File: src/rtl/id_stage_param.sv
// Decode stage: register file with write-through bypass, immediate extension, operand forwarding, branch compare.
// One cycle to the ID/EX register; stall holds the entry, flush turns it into a bubble.
module id_stage_param #(
  parameter int DATA_W   = 16,
  parameter int NUM_FWD  = 3,
  parameter int LINK_REG = 7,
  parameter int SEL_W    = 3
) (
  input  logic                      clk,
  input  logic                      reset,
  input  logic                      stall,
  input  logic                      flush,
  input  logic                      in_valid,
  input  logic [15:0]               instruction,
  input  logic [DATA_W-1:0]         npc,
  input  logic [4:0]                ctrl,
  input  logic [SEL_W-1:0]          fwd_sel_a,
  input  logic [SEL_W-1:0]          fwd_sel_b,
  input  logic [NUM_FWD*DATA_W-1:0] fwd_data,
  input  logic                      wb_en,
  input  logic [2:0]                wb_rd,
  input  logic [DATA_W-1:0]         wb_data,
  output logic                      out_valid,
  output logic [DATA_W-1:0]         a,
  output logic [DATA_W-1:0]         b,
  output logic [2:0]                rd_out,
  output logic [DATA_W-1:0]         imm_out,
  output logic [DATA_W-1:0]         pc_out,
  output logic [DATA_W-1:0]         i_target,
  output logic [DATA_W-1:0]         j_target,
  output logic [DATA_W-1:0]         ret_addr,
  output logic                      gt,
  output logic                      lt,
  output logic                      eq
);

  logic [2:0]  rd, rs1, rs2, rs_a, rs_b, rd_next, link_addr;
  logic [7:0]  imm8;
  logic [11:0] jimm;
  logic        src1_zero, src2_rs2, rd_link, ext_signed, ext_high;
  logic        unused_ins;

  assign rd   = instruction[11:9];
  assign rs1  = instruction[8:6];
  assign rs2  = instruction[5:3];
  assign imm8 = instruction[7:0];
  assign jimm = instruction[11:0];
  assign unused_ins = ^instruction[15:12];
  assign {src1_zero, src2_rs2, rd_link, ext_signed, ext_high} = ctrl;

  assign rs_a      = src1_zero ? 3'd0 : rs1;
  assign rs_b      = src2_rs2 ? rs2 : rd;
  assign link_addr = 3'(LINK_REG);
  assign rd_next   = rd_link ? link_addr : rd;

  logic [DATA_W-1:0] regs [8];
  logic [DATA_W-1:0] rf_a, rf_b, rf_link;

  // Same-cycle writeback is visible to all reads, so WB->ID needs no stall.
  always_comb begin
    rf_a    = '0;
    rf_b    = '0;
    rf_link = '0;
    if (rs_a != 3'd0)
      rf_a = (wb_en && wb_rd == rs_a) ? wb_data : regs[rs_a];
    if (rs_b != 3'd0)
      rf_b = (wb_en && wb_rd == rs_b) ? wb_data : regs[rs_b];
    if (link_addr != 3'd0)
      rf_link = (wb_en && wb_rd == link_addr) ? wb_data : regs[link_addr];
  end

  assign ret_addr = rf_link;

  always_ff @(posedge clk) begin
    if (reset) begin
      for (int i = 0; i < 8; i++) regs[i] <= '0;
    end else if (wb_en && wb_rd != 3'd0) begin
      regs[wb_rd] <= wb_data;
    end
  end

  // Selects beyond NUM_FWD fall back to the register file.
  logic [DATA_W-1:0] op_a, op_b;
  always_comb begin
    op_a = rf_a;
    op_b = rf_b;
    for (int k = 1; k <= NUM_FWD; k++) begin
      if (fwd_sel_a == SEL_W'(k)) op_a = fwd_data[(k-1)*DATA_W +: DATA_W];
      if (fwd_sel_b == SEL_W'(k)) op_b = fwd_data[(k-1)*DATA_W +: DATA_W];
    end
  end

  // In both placements the sign bit of the 16-bit base is imm8[7].
  logic [15:0]       base16, sx16;
  logic [DATA_W-1:0] imm_ext;
  always_comb begin
    base16  = ext_high ? {imm8, 8'h00} : {8'h00, imm8};
    sx16    = ext_high ? base16 : {{8{imm8[7]}}, imm8};
    imm_ext = '0;
    imm_ext[15:0] = ext_signed ? sx16 : base16;
    for (int i = 16; i < DATA_W; i++) imm_ext[i] = ext_signed & imm8[7];
  end

  logic cmp_gt, cmp_lt, cmp_eq;
  assign cmp_gt = $signed(op_a) > $signed(op_b);
  assign cmp_lt = $signed(op_a) < $signed(op_b);
  assign cmp_eq = op_a == op_b;

  always_ff @(posedge clk) begin
    if (reset) begin
      out_valid <= 1'b0;
      a         <= '0;
      b         <= '0;
      rd_out    <= '0;
      imm_out   <= '0;
      pc_out    <= '0;
      i_target  <= '0;
      j_target  <= '0;
      gt        <= 1'b0;
      lt        <= 1'b0;
      eq        <= 1'b0;
    end else if (flush) begin
      out_valid <= 1'b0;
      rd_out    <= '0;
    end else if (!stall) begin
      out_valid <= in_valid;
      a         <= op_a;
      b         <= op_b;
      rd_out    <= rd_next;
      imm_out   <= imm_ext;
      pc_out    <= npc;
      i_target  <= npc + imm_ext;
      j_target  <= {npc[DATA_W-1:12], jimm};
      gt        <= cmp_gt;
      lt        <= cmp_lt;
      eq        <= cmp_eq;
    end
  end

endmodule
File: config.mk
export PLATFORM = sky130hd
export DESIGN_NAME = id_stage_param
export DESIGN_NICKNAME = d
export VERILOG_FILES = /design/src/rtl/id_stage_param.sv
export SDC_FILE = /design/constraint.sdc
export NUM_CORES = 1
export LEC_CHECK = 0
export ABC_AREA = 1
export CAP_MARGIN = 30
export CORE_MARGIN = 5
export CORE_UTILIZATION = 35
export DETAILED_ROUTE_END_ITERATION = 10
export GPL_TIMING_DRIVEN = 0
export PLACE_DENSITY = 0.68
export SYNTH_ARGS = -nofsm -noshare
export SYNTH_HDL_FRONTEND = slang
export SYNTH_SLANG_ARGS = --single-unit
File: constraint.sdc
create_clock -name clk -period 3.4 [get_ports clk]
set_input_delay 0.51 -clock clk [delete_from_list [all_inputs] [get_ports clk]]
set_output_delay 0.51 -clock clk [all_outputs]
set_load 0.01 [all_outputs]
**After elaboration in Yosys (flattened, before gate mapping)**

Memory sizes are Yosys's and may differ from the RTL's.
Cells that the tools add are included.

- Register bits after elaboration: 103
- Memory bits (writable): 128
- Input port bits: 116
- Output and inout port bits: 119
- Memories: 1

Memories:

| name | words | bits a word | rd ports | clocked after Yosys merged registers in | write ports | RTL line | source |
|---|---|---|---|---|---|---|---|
| regs | 8 | 16 | 3 | 0 | 8 | 56 | `logic [DATA_W-1:0] regs [8];` |

- Add/sub/neg operators: 1
- Order comparisons: 2
- Eq/ne operators: 10
- Multiplexer cells: 25
- Bitwise operators: 2
- Reduce and logical (&&, ||, !) cells: 10

Operator list:

| operator | count |
|---|---|
| $mux W16 | 15 |
| $add A16 B16 Y16 | 1 |
| $eq A16 B16 Y1 | 1 |
| $gt A16 B16 Y1 | 1 |
| $lt A16 B16 Y1 | 1 |
| $reduce_or A16 Y1 | 1 |
| $eq A3 B2 Y1 const B | 4 |
| $mux W3 | 4 |
| $reduce_bool A3 Y1 | 3 |
| $eq A3 B1 Y1 const B | 2 |
| $eq A3 B3 Y1 | 2 |
| $mux W1 | 6 |
| $logic_and A1 B1 Y1 | 4 |
| $eq A3 B3 Y1 const B | 1 |
| $not A1 Y1 | 2 |
| $reduce_and A2 Y1 | 1 |
| $reduce_or A2 Y1 | 1 |

**Logic depth before layout (Yosys ltp)**

Gate-level depths: netlist (run 1).

- Depth after elaboration: 9
- Gate-level depth with buffers: 23
- Mapped depth without buffers: 23

**Worst setup path before layout (run 1)**

No wires, ideal clock.

- Path type: input port to flip-flop
- Start: input ctrl[4]
- End: register gt
- Arrival time: 2.523 ns
- Required time: 3.268 ns
- Setup slack: 0.745 ns
- Cell stages on the path: 19
- Cells stage by stage: inv_2 -> nand2_1 -> nand2_1 -> o21ai_1 -> nor2_2 -> nand2_2 -> inv_2 -> buf_2 -> nand2_1 -> nand3_1 -> nand3_1 -> nand2_1 -> inv_1 -> ha_1 -> nand2_1 -> nor4_1 -> a31oi_1 -> nand3_1 -> a21oi_1

- Longest elaborated chain between the ends: 9
- Elaborated cells between the ends (all ways): 11
- Classes of those cells: order compare: 1; eq/ne: 1; mux: 6; reduce/logical: 2; memory: 1

RTL lines:

| what | RTL line | source |
|---|---|---|
| start: declaration | 16 | `input logic [4:0] ctrl,` |
| $mux W3 (*) | 51 | `assign rs_a = src1_zero ? 3'd0 : rs1;` |
| parallel branches: the longest is 3 deep, another holds $mem_v2 Z8 W16 | -- |  |
| $mux W16 (*) | 64 | `if (rs_a != 3'd0)` |
| $mux W16 (*) (3 in series) | 88 | `if (fwd_sel_a == SEL_W'(k)) op_a = fwd_data[(k-1)*DATA_W +: DATA_W];` |
| named net op_a[11] | 83 | `logic [DATA_W-1:0] op_a, op_b;` |
| $gt A16 B16 Y1 (*) | 105 | `assign cmp_gt = $signed(op_a) > $signed(op_b);` |
| end signal: assignment | 134 | `gt <= cmp_gt;` |
| end: declaration | 32 | `output logic gt,` |

Mark *: on every way through the listed nets, which the timed path passes.
A chain may end at the register's enable or synchronous reset.

**Worst setup path in the final report (run 1)**

- Start: input instruction[8]
- End: register gt

- Longest elaborated chain between the ends: 9
- Elaborated cells between the ends (all ways): 11
- Classes of those cells: order compare: 1; eq/ne: 1; mux: 6; reduce/logical: 2; memory: 1

RTL lines:

| what | RTL line | source |
|---|---|---|
| start: declaration | 14 | `input logic [15:0] instruction,` |
| $mux W3 (*) | 51 |  |
| parallel branches: the longest is 3 deep, another holds $mem_v2 Z8 W16 | -- |  |
| $mux W16 (*) | 64 |  |
| $mux W16 (*) (3 in series) | 88 |  |
| named net op_a[5] | 83 |  |
| $gt A16 B16 Y1 (*) | 105 |  |

Marks and branches as above.

==> impl_metrics.prom, run 1 <==
# TYPE chip_impl_metric gauge
chip_impl_metric{name="yosys.area_share.xor_xnor",unit="%"} 0.7178
chip_impl_metric{name="netlist_area",unit="mm²"} 0.01342
chip_impl_metric{name="die_h",unit="µm"} 205.8
chip_impl_info{name="top_library_cells_by_usage_in_the_layout_fill_and_taps_aside",value="sky130_fd_sc_hd__nand2_1, sky130_fd_sc_hd__nand3_1, sky130_fd_sc_hd__nor2_1, sky130_fd_sc_hd__clkdlybuf4s50_1, sky130_fd_sc_hd__inv_1"} 1
chip_impl_info{name="status",value="complete, no violations"} 1
chip_impl_info{name="hold_path_startpoint",value="instruction[7]"} 1
chip_impl_metric{name="final_cell_area",unit="mm²"} 0.01745
chip_impl_metric{name="slew_headroom",unit="%"} 31.86
chip_impl_metric{name="grt.overflow.total",unit=""} 0
chip_impl_info{name="critPathSlowestCell",value="sky130_fd_sc_hd__clkdlybuf4s50_1"} 1
chip_impl_metric{name="r2r_setup_slack",unit="ns"} 0.54
chip_impl_info{name="worstSetupPathType",value="in2reg"} 1
chip_impl_metric{name="drtAntennaViolNets",unit=""} 0
chip_impl_metric{name="maxCapViolations",unit=""} 0
chip_impl_metric{name="fin_cells",unit=""} 2694
chip_impl_metric{name="setup_viol",unit=""} 0
chip_impl_metric{name="netlist-cell-type-count",unit=""} 40
chip_impl_metric{name="critPathBufInv",unit=""} 4
chip_impl_metric{name="report.final.slew_viol_count",unit=""} 0
chip_impl_metric{name="synth_cells",unit=""} 1888
chip_impl_metric{name="via_per_inst",unit=""} 5.467
chip_impl_info{name="combinational_family_with_the_most_area_after_synthesis",value="simple AND/OR/NAND/NOR gates"} 1
chip_impl_info{name="hold_path_endpoint",value="j_target[7]$_SDFFE_PP0P_"} 1
chip_impl_metric{name="cts_num_sinks",unit=""} 227
chip_impl_info{name="critical_path.cell_chain",value="clkdlybuf4s50_1, nand2_2, xor2_1, nor2_2, nand2_4, inv_2, clkbuf_4, nand2_1, nand3_1, nand3_1, nand2_2, inv_1, ha_1, a21oi_1, o21ai_0, a21o_1, nand2_1, nand3_1, nand3_1, a21oi_1"} 1
chip_impl_metric{name="antennaDiodeCount",unit=""} 0
chip_impl_metric{name="timing.critical_path.fanout_max",unit=""} 10
chip_impl_metric{name="slowest_delay",unit="ns"} 0.55
chip_impl_metric{name="design.final.nets",unit=""} 2310
chip_impl_info{name="worstSetupStartpoint",value="instruction[8]"} 1
chip_impl_metric{name="detailed_place.area",unit="mm²"} 0.01638
chip_impl_metric{name="drt_drc_violations_left",unit=""} 0
chip_impl_metric{name="globalplace.congestion",unit=""} 1.008
chip_impl_metric{name="global_route_wire_length_before_repair",unit="mm"} 85.27
chip_impl_metric{name="r2r_cells",unit=""} 18
chip_impl_metric{name="highest_clock_rate",unit="GHz"} 0.3044
chip_impl_metric{name="cts-htree-levels",unit=""} 1
chip_impl_metric{name="adder_cell_share_of_the_synthesized_area",unit="%"} 3.039
chip_impl_metric{name="dpl.cell_count",unit=""} 2640
chip_impl_metric{name="share_of_the_synthesized_area_in_compound_gates_ao_oa_aoi_oai",unit="%"} 10.41
chip_impl_metric{name="numCtsBuffers",unit=""} 27
chip_impl_metric{name="ys_async_rst_share",unit="%"} 0
chip_impl_info{name="critical_register_to_register_path_startpoint",value="regs[3][15]$_SDFFCE_PN0P_"} 1
chip_impl_info{name="critical_path.top_delay_family",value="simple AND/OR/NAND/NOR gates"} 1
chip_impl_metric{name="pre_repair_dr_iteration_count",unit=""} 6
chip_impl_metric{name="timing.final.crit_period",unit="ns"} 3.286
chip_impl_metric{name="grt_max_degree",unit=""} 17
chip_impl_info{name="hp-class",value="in2reg"} 1
chip_impl_metric{name="synthesis.yosys.warnings",unit=""} 0
chip_impl_metric{name="port_buf_inserts",unit=""} 226
chip_impl_metric{name="crit_arrival",unit="ns"} 3.72
chip_impl_metric{name="fin_crit_sh",unit="%"} 96.64
chip_impl_metric{name="post_synth_mux_area_share",unit="%"} 0
chip_impl_metric{name="skew_pair_late_insertion_delay",unit="ns"} 0.58
chip_impl_metric{name="floorplan.die_area",unit="mm²"} 0.04236
chip_impl_metric{name="vias_in_the_first_global_route",unit=""} 13870
chip_impl_metric{name="cts_hold_buf",unit=""} 0
chip_impl_info{name="worstReg2RegEnd",value="lt$_SDFFE_PP0P_"} 1
chip_impl_info{name="setup.worst_path.end_class",value="register"} 1
chip_impl_metric{name="power.density_cell_area",unit="mW/mm²"} 457.4
chip_impl_metric{name="initial_antenna_violation_count",unit=""} 1
chip_impl_metric{name="die_w",unit="µm"} 205.8
chip_impl_metric{name="fill_cells",unit=""} 3805
chip_impl_metric{name="synth_seq_cells",unit=""} 227
chip_impl_metric{name="total_number_of_vias",unit=""} 14728
chip_impl_metric{name="row_count",unit=""} 71
chip_impl_metric{name="grt.total_usage",unit="%"} 26.43
chip_impl_metric{name="design_power_total",unit="W"} 0.007983
chip_impl_metric{name="io-pin-count",unit=""} 235
chip_impl_info{name="critical_path.most_common_cell",value="sky130_fd_sc_hd__nand3_1"} 1
chip_impl_metric{name="worst_slew_pin_slew",unit="ns"} 1.020
chip_impl_metric{name="detailed_place_hpwl",unit="mm"} 44.88
chip_impl_info{name="clk_root_buffer_cell",value="sky130_fd_sc_hd__clkbuf_16"} 1
chip_impl_metric{name="synth_edf_count",unit=""} 128
chip_impl_metric{name="synth.avg_cell_area",unit="µm²"} 7.109
chip_impl_metric{name="vdd_ir_drop_max",unit="V"} 0.0003479
chip_impl_metric{name="yosysSeqAreaShare",unit="%"} 43.40
chip_impl_metric{name="coreArea",unit="mm²"} 0.03776
chip_impl_metric{name="timing.final.hold_violations",unit=""} 0
chip_impl_metric{name="critical_path_required",unit="ns"} 3.84
chip_impl_metric{name="cts.reportedPaths.clkPinSlew",unit="ns"} 0.06
chip_impl_info{name="synth_top_flop_cell",value="sky130_fd_sc_hd__edfxtp_1"} 1
chip_impl_metric{name="final_layout_size_suffix_gt1_share",unit="%"} 6.917
chip_impl_info{name="unrepaired_setup_endpoints_after_global_routing",value="yes"} 1
chip_impl_metric{name="worst_hold_path.num_cells",unit=""} 3
chip_impl_metric{name="wire_per_inst",unit="µm"} 21.72
chip_impl_info{name="final_common_cell",value="sky130_fd_sc_hd__nand2_1"} 1
chip_impl_metric{name="clockBufferDepth",unit=""} 3
chip_impl_metric{name="drt_iter0_drc",unit=""} 1790
chip_impl_metric{name="fin_skew",unit="ns"} 0.01889
chip_impl_metric{name="post_synth_and_or_nand_nor_area_fraction",unit="%"} 34.24
chip_impl_metric{name="power_leakage",unit="nW"} 7.673
chip_impl_info{name="tritoncts",value="done"} 1
chip_impl_metric{name="initial_core_util",unit="%"} 35.55
chip_impl_info{name="timing.critical_path.from_type",value="input port"} 1
chip_impl_metric{name="syn_to_final_growth",unit="%"} 30.04
chip_impl_metric{name="finalWirelength",unit="mm"} 58.53
-- report_power, final --
part	switching, W	total, W	internal (W)
clock network	0.00123	0.00285	0.00162
logic	0.00124	0.00194	0.000705
registers	0.000108	0.00319	0.00309
-- sequential cells by signal, summed over array words and instances (netlist names), 3 cells and up --
name and count:
imm_out 16, b 16, j_target 12, i_target 16, rd_out 3, regs 128
a 16, pc_out 16
-- per-stage QoR --
stage / setup WS [ns] / utilization [%] / TNS (ns) / hold WS [ns]
2_1_floorplan: 0.7452 / - / 0 / 0.4856
3_3_place_gp: -1.063 / 43.38 / -8.312 / 0.4542
3_5_place_dp: -1.067 / 43.38 / -11.02 / 0.4569
4_1_cts: 0.002875 / 45.84 / 0 / 0.4709
5_1_grt: -0.05337 / 46.23 / -0.07747 / 0.3579
6_report: 0.1144 / 46.23 / 0 / 0.3579
-- metal layers --
layer	GRT usage (%)	vias up	share of wire, %
met3	6.162	159	11
met5	0	-	0.034
met2	40.43	884	43
li1	-	6772	-
met4	9.007	2	3.9
met1	36.87	6911	42
-- cells by family (layout without fill, tap and decap cells) --
group	count (synthesis)	in the layout
other cells	1	16
compound gates	255	255
buf+inv	274	554
fa+ha+maj	32	32
flops	227	227
simple gates	1088	1088
xor+xnor	11	11
-- final cells by class --
class	count	area (µm²)	area share, %
buffer	109	546.8	3.133
clock buffer	42	802.0	4.595
clock inverter	8	55.05	0.3154
inverter	165	625.6	3.584
multi-input combinational	1402	6654	38.12
sequential	227	5826	33.38
tap	511	639.4	3.663
timing repair buffer	230	2305	13.21
-- worst max-delay path by stage --
stage	end	cells after the start
floorplan	gt$_SDFFE_PP0P_	19
global placement	gt$_SDFFE_PP0P_	18
detailed placement	gt$_SDFFE_PP0P_	18
CTS	gt$_SDFFE_PP0P_	20
global route	gt$_SDFFE_PP0P_	20
finish	gt$_SDFFE_PP0P_	20
-- Yosys cell counts (7+ instances only) --
| master | n | area (µm²) |
|---|---|---|
| sky130_fd_sc_hd__a21boi_0 | 8 | 60.06 |
| sky130_fd_sc_hd__a21boi_1 | 8 | 60.06 |
| sky130_fd_sc_hd__a21oi_1 | 80 | 400.4 |
| sky130_fd_sc_hd__a31oi_1 | 7 | 43.79 |
| sky130_fd_sc_hd__buf_1 | 10 | 37.54 |
| sky130_fd_sc_hd__buf_2 | 27 | 135.1 |
| sky130_fd_sc_hd__clkbuf_1 | 65 | 244.0 |
| sky130_fd_sc_hd__clkinv_1 | 13 | 48.80 |
| sky130_fd_sc_hd__dfxtp_1 | 99 | 1982 |
| sky130_fd_sc_hd__edfxtp_1 | 128 | 3844 |
| sky130_fd_sc_hd__ha_1 | 31 | 387.9 |
| sky130_fd_sc_hd__inv_1 | 144 | 540.5 |
| sky130_fd_sc_hd__inv_2 | 7 | 26.28 |
| sky130_fd_sc_hd__nand2_1 | 473 | 1775 |
| sky130_fd_sc_hd__nand2_2 | 8 | 50.05 |
| sky130_fd_sc_hd__nand3_1 | 318 | 1592 |
| sky130_fd_sc_hd__nor2_1 | 268 | 1006 |
| sky130_fd_sc_hd__o211ai_1 | 16 | 120.1 |
| sky130_fd_sc_hd__o21ai_0 | 115 | 575.6 |
| sky130_fd_sc_hd__o22ai_1 | 12 | 75.07 |
| sky130_fd_sc_hd__xor2_1 | 7 | 61.31 |
-- worst min-delay path: stages --
cell	delay, ns
sky130_fd_sc_hd__dlymetal6s2s_1	0.20
sky130_fd_sc_hd__inv_1	0.11
sky130_fd_sc_hd__a21oi_1	0.06
-- repair_timing --
action / 4_1_cts / 5_1_grt
pin swaps: 1 / 2
resized for setup: 28 / 60
setup buffers: 1 / 3
setup endpoints to repair: 3 / 16
Note: power is estimated with default switching activity, not from simulation.
==> run 2: changes to the inputs <==
--- a/config.mk
+++ b/config.mk
@@ -7,5 +7,5 @@
 export LEC_CHECK = 0
 export ABC_AREA = 1
-export CAP_MARGIN = 30
+export CAP_MARGIN = 20
 export CORE_MARGIN = 5
 export CORE_UTILIZATION = 35
==> constraint.sdc (replaced) <==
create_clock -name clk -period 3.4 [get_ports clk]
set_input_delay 1.02 -clock clk [delete_from_list [all_inputs] [get_ports clk]]
set_output_delay 1.02 -clock clk [all_outputs]
set_load 0.01 [all_outputs]
==> impl_metrics.prom, run 2 (synthesized netlist as in run 1, its figures left out) <==
# TYPE chip_impl_metric gauge
chip_impl_info{name="status",value="finished with violations"} 1
chip_impl_info{name="violations",value="negative setup slack"} 1
chip_impl_metric{name="drt_drc_violations_left",unit=""} 0
chip_impl_metric{name="initial_antenna_violation_count",unit=""} 1
chip_impl_metric{name="worst_slew_pin_slew",unit="ns"} 0.9924
chip_impl_metric{name="detailed_place_hpwl",unit="mm"} 44.88
chip_impl_metric{name="timing.final.crit_period",unit="ns"} 3.561
chip_impl_info{name="critical_path.most_common_cell",value="sky130_fd_sc_hd__clkbuf_1"} 1
chip_impl_metric{name="row_count",unit=""} 71
chip_impl_metric{name="setup_viol",unit=""} 80
chip_impl_metric{name="port_buf_inserts",unit=""} 226
chip_impl_info{name="hold_path_endpoint",value="imm_out[2]$_SDFFE_PP0P_"} 1
chip_impl_metric{name="total_number_of_vias",unit=""} 14886
chip_impl_info{name="critPathSlowestCell",value="sky130_fd_sc_hd__clkbuf_1"} 1
chip_impl_metric{name="clock_power_share",unit="%"} 35.1
chip_impl_info{name="largest_register",value="regs"} 1
chip_impl_metric{name="final_cell_area",unit="mm²"} 0.01821
chip_impl_metric{name="fin_crit_sh",unit="%"} 104.7
chip_impl_info{name="critical_register_to_register_path_startpoint",value="regs[3][15]$_SDFFCE_PN0P_"} 1
chip_impl_metric{name="setup_ws",unit="ns"} -0.1608
chip_impl_metric{name="critical_path_required",unit="ns"} 3.50
chip_impl_info{name="top_library_cells_by_usage_in_the_layout_fill_and_taps_aside",value="sky130_fd_sc_hd__nand2_1, sky130_fd_sc_hd__nand3_1, sky130_fd_sc_hd__nor2_1, sky130_fd_sc_hd__clkdlybuf4s50_1, sky130_fd_sc_hd__inv_1"} 1
chip_impl_metric{name="grt_max_degree",unit=""} 17
chip_impl_info{name="setup.worst_path.end_class",value="register"} 1
chip_impl_info{name="unrepaired_setup_endpoints_after_global_routing",value="yes"} 1
chip_impl_info{name="timing.critical_path.from_type",value="input port"} 1
chip_impl_metric{name="worst_hold_path.num_cells",unit=""} 2
chip_impl_metric{name="power_report.internal_total",unit="W"} 0.005506
chip_impl_metric{name="via_per_inst",unit=""} 5.447
chip_impl_metric{name="highest_clock_rate",unit="GHz"} 0.2808
chip_impl_metric{name="dpl.cell_count",unit=""} 2640
chip_impl_metric{name="r2r_cells",unit=""} 18
chip_impl_metric{name="timing.final.hold_violations",unit=""} 0
chip_impl_info{name="critical_path.top_delay_family",value="buffers and inverters"} 1
chip_impl_metric{name="vdd_ir_drop_max",unit="V"} 0.0003492
chip_impl_metric{name="finalCoreUtilization",unit="%"} 48.24
chip_impl_metric{name="slew_headroom",unit="%"} 33.84
chip_impl_metric{name="finalWirelength",unit="mm"} 59.52
chip_impl_info{name="critical_path.cell_chain",value="clkbuf_1, inv_1, clkbuf_1, clkbuf_1, nand2_1"} 1
chip_impl_metric{name="timing.critical_path.fanout_max",unit=""} 16
chip_impl_metric{name="globalplace.congestion",unit=""} 1.008
chip_impl_metric{name="sequentialPowerShare",unit="%"} 39.2
chip_impl_metric{name="numCtsBuffers",unit=""} 27
chip_impl_metric{name="fin_cells",unit=""} 2733
chip_impl_metric{name="power.density_cell_area",unit="mW/mm²"} 447.1
chip_impl_metric{name="power.share.combinational",unit="%"} 25.7
chip_impl_metric{name="grt.overflow.total",unit=""} 0
chip_impl_metric{name="initial_core_util",unit="%"} 35.55
chip_impl_info{name="worstReg2RegEnd",value="lt$_SDFFE_PP0P_"} 1
chip_impl_info{name="hold_path_startpoint",value="imm_out[2]$_SDFFE_PP0P_"} 1
chip_impl_metric{name="coreArea",unit="mm²"} 0.03776
chip_impl_metric{name="p_sw_share",unit="%"} 32.37
chip_impl_metric{name="final_layout_size_suffix_gt1_share",unit="%"} 11.66
chip_impl_info{name="hp-class",value="reg2reg"} 1
chip_impl_metric{name="report.final.slew_viol_count",unit=""} 0
chip_impl_metric{name="grt.total_usage",unit="%"} 26.82
chip_impl_metric{name="drtAntennaViolNets",unit=""} 0
chip_impl_metric{name="detailedPlace.worstSlack",unit="ns"} -1.577
chip_impl_metric{name="skew_pair_late_insertion_delay",unit="ns"} 0.58
chip_impl_metric{name="p_sw",unit="W"} 0.002636
chip_impl_metric{name="critPathBufInv",unit=""} 4
chip_impl_metric{name="pre_repair_dr_iteration_count",unit=""} 8
chip_impl_metric{name="maxCapViolations",unit=""} 0
chip_impl_metric{name="cts-htree-levels",unit=""} 1
chip_impl_info{name="tritoncts",value="done"} 1
chip_impl_metric{name="vias_in_the_first_global_route",unit=""} 14067
chip_impl_metric{name="fin_skew",unit="ns"} 0.02115
chip_impl_metric{name="io-pin-count",unit=""} 235
chip_impl_metric{name="slowest_delay",unit="ns"} 0.79
chip_impl_metric{name="detailed_place.area",unit="mm²"} 0.01638
chip_impl_metric{name="cts_num_sinks",unit=""} 227
chip_impl_metric{name="die_h",unit="µm"} 205.8
chip_impl_metric{name="antennaDiodeCount",unit=""} 0
chip_impl_metric{name="design.final.nets",unit=""} 2349
chip_impl_metric{name="clockBufferDepth",unit=""} 3
chip_impl_metric{name="cts.reportedPaths.clkPinSlew",unit="ns"} 0.06
chip_impl_info{name="worstSetupPathType",value="in2reg"} 1
chip_impl_metric{name="drt_iter0_drc",unit=""} 1704
chip_impl_metric{name="r2r_setup_slack",unit="ns"} 0.76
chip_impl_metric{name="largest_register_ffs",unit=""} 128
chip_impl_metric{name="power_leakage",unit="nW"} 8.051
chip_impl_info{name="clk_root_buffer_cell",value="sky130_fd_sc_hd__clkbuf_16"} 1
chip_impl_metric{name="cts_hold_buf",unit=""} 0
chip_impl_metric{name="crit_arrival",unit="ns"} 3.66
chip_impl_info{name="final_common_cell",value="sky130_fd_sc_hd__nand2_1"} 1
chip_impl_metric{name="global_route_wire_length_before_repair",unit="mm"} 86.46
chip_impl_metric{name="syn_to_final_growth",unit="%"} 35.70
chip_impl_metric{name="die_w",unit="µm"} 205.8
chip_impl_metric{name="floorplan.die_area",unit="mm²"} 0.04236
chip_impl_metric{name="wire_per_inst",unit="µm"} 21.78
[run 2: changes by cell type in the layout (fill, tap and decap cells not counted), sizes merged]
cell / before / now
buf: 43 / 97
clkbuf: 112 / 105
clkdlybuf4s15: 0 / 10
clkdlybuf4s50: 221 / 192
clkinvlp: 1 / 2
dlygate4sd1: 0 / 1
dlygate4sd2: 0 / 8
dlymetal6s2s: 5 / 7
inv: 153 / 152
[run 2: worst max path at each step]
stage	to	cells past startpoint	startpoint
after floorplan	gt$_SDFFE_PP0P_	19	ctrl[4]
after global placement	gt$_SDFFE_PP0P_	18	instruction[3]
after detailed placement	gt$_SDFFE_PP0P_	18	instruction[3]
after CTS	regs[3][5]$_SDFFCE_PN0P_	5	reset
after global routing	regs[3][5]$_SDFFCE_PN0P_	5	reset
final	regs[5][9]$_SDFFCE_PN0P_	5	reset
[run 2: stage by stage]
step | hold slack [ns] | power (W) | TNS [ns]
floorplan | 0.4856 | 0.004222 | 0
global placement | 0.4542 | 0.005065 | -92.60
detailed placement | 0.4569 | 0.005087 | -95.66
CTS | 0.4709 | 0.008016 | -0.6793
global route | 0.4955 | 0.008439 | -6.903
finish | 0.4683 | 0.008142 | -10.21
[run 2: power groups by stage]
stage / Sequential, W / Clock [W] / Combinational [W]
after CTS: 0.00319 / 0.00286 / 0.00196
after floorplan: 0.00325 / 0 / 0.000974
after global routing: 0.00321 / 0.00299 / 0.00225
final: 0.00319 / 0.00286 / 0.00209
after global placement: 0.00324 / 0 / 0.00183
after detailed placement: 0.00324 / 0 / 0.00184
[run 2: what timing repair did]
action,4_1_cts,5_1_grt
endpoints found under the setup margin,57,101
gates resized for setup,180,107
setup buffers,28,15
gates cloned,2,0
pin swaps,19,24
[run 2: final cells by class]
class	instances	area [µm²]
repair buffers	271	2649
plain buffers	107	698.2
flip-flops and latches	227	5826
well taps	511	639.4
multi-input cells	1402	6909
clock buffers	42	802.0
clock inverters	8	55.05
fillers	3735	19540
inverters	165	634.4
[run 2: layer usage]
layer	global-route usage [%]	wire, µm	vias to the layer above
met3	5.753	6871	159
met5	0	20	-
met2	40.94	25940	956
met4	9.553	2402	2
li1	-	-	6854
met1	37.64	24290	6915
[run 2: worst register-to-register path: stages (launching register included)]
cell and delay [ns]:
sky130_fd_sc_hd__edfxtp_1 0.37, sky130_fd_sc_hd__o21ai_0 0.18, sky130_fd_sc_hd__inv_1 0.05, sky130_fd_sc_hd__o21ai_0 0.11
sky130_fd_sc_hd__nand2_1 0.11, sky130_fd_sc_hd__nand2_1 0.08, sky130_fd_sc_hd__nand3_1 0.11, sky130_fd_sc_hd__nand2_2 0.13
sky130_fd_sc_hd__nand2_1 0.09, sky130_fd_sc_hd__nand2_2 0.09, sky130_fd_sc_hd__nand2_1 0.09, sky130_fd_sc_hd__ha_4 0.31
sky130_fd_sc_hd__nand2_2 0.09, sky130_fd_sc_hd__nor4_4 0.32, sky130_fd_sc_hd__nand2_1 0.13, sky130_fd_sc_hd__nand3_2 0.08
sky130_fd_sc_hd__nand3_1 0.07, sky130_fd_sc_hd__nand2_1 0.07, sky130_fd_sc_hd__inv_1 0.03
